$ cat src/rtl/pipe_pkg.sv
// pipe_pkg: shared constants and state encoding for the flow-controlled pipeline stages.
package pipe_pkg;
    localparam logic [15:0] NOP_INSTR_DEFAULT = 16'h4000;
    localparam int INSTR_W_DEFAULT = 16;
    localparam int CTRL_W_DEFAULT = 13;
    localparam int DATA_W_DEFAULT = 72;
    typedef enum logic [1:0] {ST_EMPTY, ST_ONE, ST_TWO} stage_state_e;
endpackage

$ cat src/rtl/pipe_slot.sv
// pipe_slot: one stage register entry {valid, instr, ctrl, data}; valid is the MSB.
module pipe_slot
    import pipe_pkg::*;
#(
    parameter int W = 8
) (
    input  logic         clk,
    input  logic         rst,
    input  logic         wen,
    input  logic         clr,
    input  logic [W-1:0] d,
    output logic [W-1:0] q
);
    logic [W-1:0] q_q, q_d;
    // clr only drops valid; payload may stay stale because outputs are squashed
    always_comb q_d = clr ? {1'b0, q_q[W-2:0]} : wen ? d : q_q;
    always_ff @(posedge clk) begin
        if (rst) q_q <= '0;
        else     q_q <= q_d;
    end
    assign q = q_q;
endmodule

$ cat src/rtl/pipe_stage_skid.sv
// pipe_stage_skid: valid/ready pipeline stage with 2-entry skid buffer and NOP squash.
// Optional perf counters enabled by defining PIPE_STAGE_PERF_EN.
module pipe_stage_skid
    import pipe_pkg::*;
#(
    parameter int INSTR_W = INSTR_W_DEFAULT,
    parameter int DATA_W  = DATA_W_DEFAULT,
    parameter int CTRL_W  = CTRL_W_DEFAULT,
    parameter logic [INSTR_W-1:0] NOP_INSTR = INSTR_W'(NOP_INSTR_DEFAULT)
) (
    input  logic               clk,
    input  logic               rst,
    input  logic               flush,
    input  logic               in_valid,
    output logic               in_ready,
    input  logic [INSTR_W-1:0] in_instr,
    input  logic [CTRL_W-1:0]  in_ctrl,
    input  logic [DATA_W-1:0]  in_data,
    output logic               out_valid,
    input  logic               out_ready,
    output logic [INSTR_W-1:0] out_instr,
    output logic [CTRL_W-1:0]  out_ctrl,
    output logic [DATA_W-1:0]  out_data
`ifdef PIPE_STAGE_PERF_EN
    ,
    output logic [31:0]        perf_stall_cnt,
    output logic [31:0]        perf_bubble_cnt
`endif
);
    localparam int SW = 1 + INSTR_W + CTRL_W + DATA_W;
    stage_state_e state_q, state_d;
    logic [SW-1:0] main_q, skid_q, main_d, in_word;
    logic main_wen, main_clr, skid_wen, skid_clr;
    assign in_word = {1'b1, in_instr, in_ctrl, in_data};
    always_comb begin
        state_d  = state_q;
        main_wen = 1'b0;
        main_clr = 1'b0;
        skid_wen = 1'b0;
        skid_clr = 1'b0;
        main_d   = in_word;
        case (state_q)
            ST_EMPTY: if (in_valid) begin
                main_wen = 1'b1;
                state_d  = ST_ONE;
            end
            ST_ONE: if (out_ready && in_valid) begin
                main_wen = 1'b1;
            end else if (out_ready) begin
                main_clr = 1'b1;
                state_d  = ST_EMPTY;
            end else if (in_valid) begin
                skid_wen = 1'b1;
                state_d  = ST_TWO;
            end
            ST_TWO: if (out_ready) begin
                main_wen = 1'b1;
                main_d   = skid_q;
                skid_clr = 1'b1;
                state_d  = ST_ONE;
            end
            default: state_d = ST_EMPTY;
        endcase
        if (flush) begin
            main_clr = 1'b1;
            skid_clr = 1'b1;
            state_d  = ST_EMPTY;
        end
    end
    always_ff @(posedge clk) begin
        if (rst) state_q <= ST_EMPTY;
        else     state_q <= state_d;
    end
    pipe_slot #(.W(SW)) u_main (
        .clk(clk), .rst(rst), .wen(main_wen), .clr(main_clr), .d(main_d), .q(main_q)
    );
    pipe_slot #(.W(SW)) u_skid (
        .clk(clk), .rst(rst), .wen(skid_wen), .clr(skid_clr), .d(in_word), .q(skid_q)
    );
    // skid valid is a flop, so in_ready never sees out_ready combinationally
    assign in_ready  = ~skid_q[SW-1];
    assign out_valid = main_q[SW-1];
    assign out_instr = out_valid ? main_q[SW-2 -: INSTR_W] : NOP_INSTR;
    assign out_ctrl  = out_valid ? main_q[DATA_W +: CTRL_W] : '0;
    assign out_data  = out_valid ? main_q[DATA_W-1:0] : '0;
`ifdef PIPE_STAGE_PERF_EN
    logic [31:0] perf_stall_q, perf_stall_d, perf_bubble_q, perf_bubble_d;
    always_comb begin
        perf_stall_d  = (out_valid && !out_ready && perf_stall_q != '1) ? perf_stall_q + 32'd1 : perf_stall_q;
        perf_bubble_d = (!out_valid && perf_bubble_q != '1) ? perf_bubble_q + 32'd1 : perf_bubble_q;
    end
    always_ff @(posedge clk) begin
        if (rst) begin
            perf_stall_q  <= '0;
            perf_bubble_q <= '0;
        end else begin
            perf_stall_q  <= perf_stall_d;
            perf_bubble_q <= perf_bubble_d;
        end
    end
    assign perf_stall_cnt  = perf_stall_q;
    assign perf_bubble_cnt = perf_bubble_q;
`endif
endmodule

$ cat config.mk
export PLATFORM = sky130hd
export DESIGN_NAME = pipe_stage_skid
export DESIGN_NICKNAME = d
export VERILOG_FILES = /design/src/rtl/pipe_pkg.sv /design/src/rtl/pipe_slot.sv /design/src/rtl/pipe_stage_skid.sv
export SDC_FILE = /design/constraint.sdc
export NUM_CORES = 1
export LEC_CHECK = 0
export ABC_CLOCK_PERIOD_IN_PS = 2100
export CAP_MARGIN = 15
export CORE_MARGIN = 8
export CORE_UTILIZATION = 35
export DETAILED_ROUTE_END_ITERATION = 10
export GPL_ROUTABILITY_DRIVEN = 1
export PLACE_DENSITY_LB_ADDON = 0.08
export SETUP_SLACK_MARGIN = 0.2
export SLEW_MARGIN = 30
export SYNTH_ARGS = -nofsm -noshare
export SYNTH_HDL_FRONTEND = slang
export SYNTH_HIERARCHICAL = 1
export SYNTH_SLANG_ARGS = --single-unit
$ cat constraint.sdc
create_clock -name clk -period 2.1 [get_ports clk]
set_clock_uncertainty 0.2 [all_clocks]
set_input_delay 0.525 -clock clk [delete_from_list [all_inputs] [get_ports clk]]
set_output_delay 0.525 -clock clk [all_outputs]
set_load 0.01 [all_outputs]
; Word-level counts from Yosys, hierarchy flattened
; Cells that the tools add are included.
[totals]
ff_bits = 206
inputBits = 106
out_inout_bits = 103
word_cells = 45
[classes]
eq_ne = 6
muxes = 23
n_bitwise = 3
reduce_logical = 8
[op_table]
columns = cell, n
row1 = 102-bit two-way mux, 2
row2 = 72-bit two-way mux, 1
row3 = 16-bit two-way mux, 1
row4 = 13-bit two-way mux, 1
row5 = 1-bit two-way mux, 11
row6 = 2-bit two-way mux, 5
row7 = "2-bit != test, second input constant", 3
row8 = 2-bit one-hot mux with 3 select lines, 1
row9 = 2-bit OR reduction, 3
row10 = 2-bit AND reduction, 2
row11 = 4-bit AND reduction, 1
row12 = "3-bit != test, second input constant", 1
row13 = 1-bit inverter, 3
row14 = 1-bit one-hot mux with 3 select lines, 1
row15 = "2-bit by 1-bit equality test with 1-bit output, second input constant", 1
row16 = "2-bit equality test, second input constant", 1
row17 = 2-bit zero test, 1
row18 = 1-bit logical AND, 1

; Depth between registers and ports, before layout
[logic_depth]
word_depth = 6
mapped_depth = 8
depth_no_buf = 5

; Modules after synthesis
; The synthesis kept the hierarchy.
[modules_own_cells]
columns = mod, n_inst, cells_each, area_per_inst_um2, seq_area_each_um2
row1 = pipe_slot, 2, 463, 4974.8, 2042.0
row2 = pipe_stage_skid, 1, 244, 2207.1, 40.0

; Worst setup path before layout
; No wires, ideal clock.
[synth_path]
kind = input-to-reg
startpoint = input port out_ready
endpoint = register u_main.q_q[10] (netlist: u_main/q[10])
setup_ns = 0.116
arrival_time_ns = 1.589
required_ns = 1.784
slack_ns = 0.195
stages = 8
n_path_buf = 4
path_cell_list = nand3b_2 -> buf_6 -> buf_6 -> nand3_1 -> nor2b_2 -> buf_6 -> buf_6 -> o21ai_2
[synth_between]
word_cells_on_any_way = 11
cone_classes = mux (8) / bitwise (1) / reduce/logical (2)
[synth_lines]
columns = item, line
row1 = from (decl), pipe_stage_skid.sv:20  ; input logic out_ready,
row2 = 1-bit logical AND, pipe_stage_skid.sv:47  ; ST_ONE: if (out_ready && in_valid) begin
row3 = 1-bit two-way mux, pipe_stage_skid.sv:47
row4 = 1-bit one-hot mux with 3 select lines *, pipe_stage_skid.sv:42  ; case (state_q)
row5 = via main_wen, pipe_stage_skid.sv:33  ; logic main_wen, main_clr, skid_wen, skid_clr;
row6 = 2-bit AND reduction (no source line) *, -
row7 = to (signal assigned), pipe_slot.sv:19  ; else q_q <= q_d;
row8 = to (decl), pipe_slot.sv:14  ; logic [W-1:0] q_q, q_d;
; The timed path passes the listed nets; every way through them passes the cells marked *.
; A chain may end at the register's enable or synchronous reset.

; Worst setup path in the final report
[layout_path]
startpoint = register u_main.q_q[101] (netlist: u_main/q[101])
endpoint = output port out_ctrl[8]
[layout_between]
elab_chain_cells = 1
[layout_lines]
columns = item, line
row1 = 13-bit two-way mux, pipe_stage_skid.sv:84  ; assign out_ctrl = out_valid ? main_q[DATA_W +: CTRL_W] : '0;
row2 = to (decl), pipe_stage_skid.sv:22  ; output logic [CTRL_W-1:0] out_ctrl,
; Every way passes these cells.

==> results.json <==
{
  "max_stage_delay_ns": 0.36,
  "avgSynthCellArea_sq_um": 10.4,
  "netlist.top_cell.by_area": "dfxtp_1",
  "violations": "setup timing",
  "dp_hpwl_um": 23400,
  "vdd_ir_drop_max_v": 0.000514,
  "cts_tree": "yes",
  "synth_area_leaders": "dfxtp_1 (34%), nand4bb_1 (19%), o21ai_2 (12%)",
  "clk_pin_slew_ns": 0.06,
  "crit_chain": "buf_12, buf_12, clkbuf_16, and2_4, buf_6",
  "drc_errors": 0,
  "clock.fmax_mhz": 435,
  "critPathSlowestCell": "dfxtp_4",
  "setup_violations": 102,
  "dr.pass1.iters": 5,
  "num_vias": 9297,
  "maxCapViolations": 0,
  "grt_pass1_vias": 9689,
  "syn_inst": 1170,
  "layout_worst_path_cycle_share": 1.09,
  "syn_nets": 1276,
  "grt_max_degree": 68,
  "portBuffers": 208,
  "arrival_ns": 1.57,
  "clockRootBuffer": "clkbuf_16",
  "status": "finished with violations",
  "rows": 68,
  "fin_util": 0.482,
  "htreeDepth": 1,
  "timing.final.ws_setup_ns": -0.199,
  "drt-vias-per-instance": 5.03,
  "powerDensity_nw_per_um2": 597,
  "initial_core_util": 0.354,
  "synth_simple_gate_area_frac": 0.352,
  "critPathRequiredTime_ns": 1.37,
  "cts_inserted_buffers": 25,
  "postRouteAntennaNets": 0,
  "ys_types": 31,
  "grt-ovfl-total": 0,
  "seq_area_frac_synth": 0.339,
  "core_area_sq_um": 34400,
  "synth-seq-cells": 206,
  "syn_to_final_growth_pct": 36.2,
  "cts_sinks": 206,
  "whs_path_depth": 2,
  "ys_dominant_reg_cell": "dfxtp_1",
  "postCtsHoldBufs": 0,
  "layout_commonest_cell": "nand2b_1",
  "placed_area_sq_um": 15300,
  "place_congestion": 0.725,
  "post-route-min-period_ns": 2.30,
  "drt_iter0_markers": 382,
  "power_leakage_nw": 6.32,
  "grt_pass1_wl_um": 57300,
  "die_height_um": 202,
  "fin_nets": 1480,
  "ys_warn_count": 6,
  "cp-start-kind": "register",
  "synthAdderAreaFrac": 0,
  "grt_usage": 0.170,
  "synthArstFlopShare": 0,
  "setup.worst_path.end_class": "output port",
  "clock_path_buffers": 3,
  "synth_xor_area_frac": 0,
  "min_path_type": "register to register",
  "clock_latency_ns": 0.52,
  "tns_ns": -12.09,
  "finalMaxSlewViolations": 0,
  "crit_top_cell": "buf_12",
  "holdWs_ns": 0.262,
  "antenna_found_initial": 1,
  "r2r_cells": 6,
  "worstSetupPathType": "register to output port",
  "cp_max_fo": 5,
  "ioPinCount": 209,
  "rsz0062_at_grt": "true",
  "layout_common_cells": "nand2b_1 (205), dfxtp_1 (203), nand4bb_1 (202)",
  "synth-compound-area-share": 0.134,
  "synth_area_sq_um": 12200,
  "synth_top_cell_area_share": 0.339,
  "fp.dieW_um": 202,
  "hold_violations": 0,
  "die_area_sq_um": 41000,
  "power_mw": 9.89,
  "post_route_cells_drive_above_1_share": 0.408,
  "stdcell_area_sq_um": 16600,
  "synth_top_family_by_area": "simple AND/OR/NAND/NOR gates",
  "wl_um": 36700,
  "synth-edff-count": 0,
  "yosys-mux-area-fraction": 0.108,
  "wl_per_cell_um": 19.9
}
==> cells by family after synthesis <==
logic type,after synthesis
AND/OR/NAND/NOR,522
flip-flops,206
AO/OA/AOI/OAI,205
buffers and inverters,133
multiplexers,103
other,1
==> flip-flops by register name, summed over array words and instances, names as in the netlist <==
register and count:
u_main/q 102, state_q 2, u_skid/q 102
==> worst paths after layout <==
path                       end  slack, ns          start
hold / removal    u_skid/q[98]       0.26   u_skid/q[98]
setup reg to reg  u_main/q[84]       0.32     state_q[1]
setup / recovery   out_ctrl[8]      -0.20  u_main/q[101]
hold reg to reg   u_skid/q[98]       0.26   u_skid/q[98]
==> Yosys cell counts (2+ instances only) <==
library cell	n
buf_4	6
nor2b_2	2
mux2_1	6
clkbuf_1	39
nand2b_1	207
o21ai_2	160
clkbuf_2	2
o21ai_1	40
mux2_2	55
nand4bb_1	202
buf_2	57
mux2i_1	2
nor3_1	2
nand2_1	2
buf_6	28
dfxtp_1	206
o21ai_0	2
and2_1	100
mux2_4	40
==> layout make-up <==
class	count	area, sq um
flip-flops and latches	206	4130
inverters	1	3.75
multi-input cells	831	7450
clock inverters	7	63.8
clock buffers	38	714
diodes	1	2.50
well taps	455	569
fillers	3226	17800
repair buffers	309	3620
==> metal layers <==
| metal | global-route usage | share of wire | up-vias | routed length (um) |
|---|---|---|---|---|
| li1 | - | - | 4611 | - |
| met1 | 0.227 | 0.47 | 4516 | 17300 |
| met2 | 0.286 | 0.48 | 137 | 17600 |
| met3 | 0.0299 | 0.036 | 33 | 1310 |
| met4 | 0.0326 | 0.014 | 0 | 496 |
| met5 | 0 | 0 | - | 0 |
==> where the power goes <==
group	internal (mW)	total (mW)	leakage, nW	switching (mW)
clock	2.46	4.17	0.386	1.71
combinational	0.905	1.59	4.26	0.690
sequential	4.05	4.13	1.68	0.0776
==> repair_timing <==
action,in CTS,in global routing
setup endpoints to repair,301,204
pin swaps,1,1
buffers inserted,11,4
cloned,6,3
gates resized for setup,478,79
==> worst max-delay path, delay by kind of cell, from the launching register on <==
kind	cells	cell delay (ns)
buffers and inverters	4	0.55
and+or+nand+nor	1	0.14
DFF	1	0.36
==> through the flow <==
stage	setup slack, ns	std cells
2_1_floorplan	0.195	1170
3_3_place_gp	-0.431	1778
3_5_place_dp	-0.455	1778
4_1_cts	-0.235	1840
5_1_grt	-0.258	1848
6_report	-0.199	1848
No activity file was read; power rests on OpenSTA's default activity.
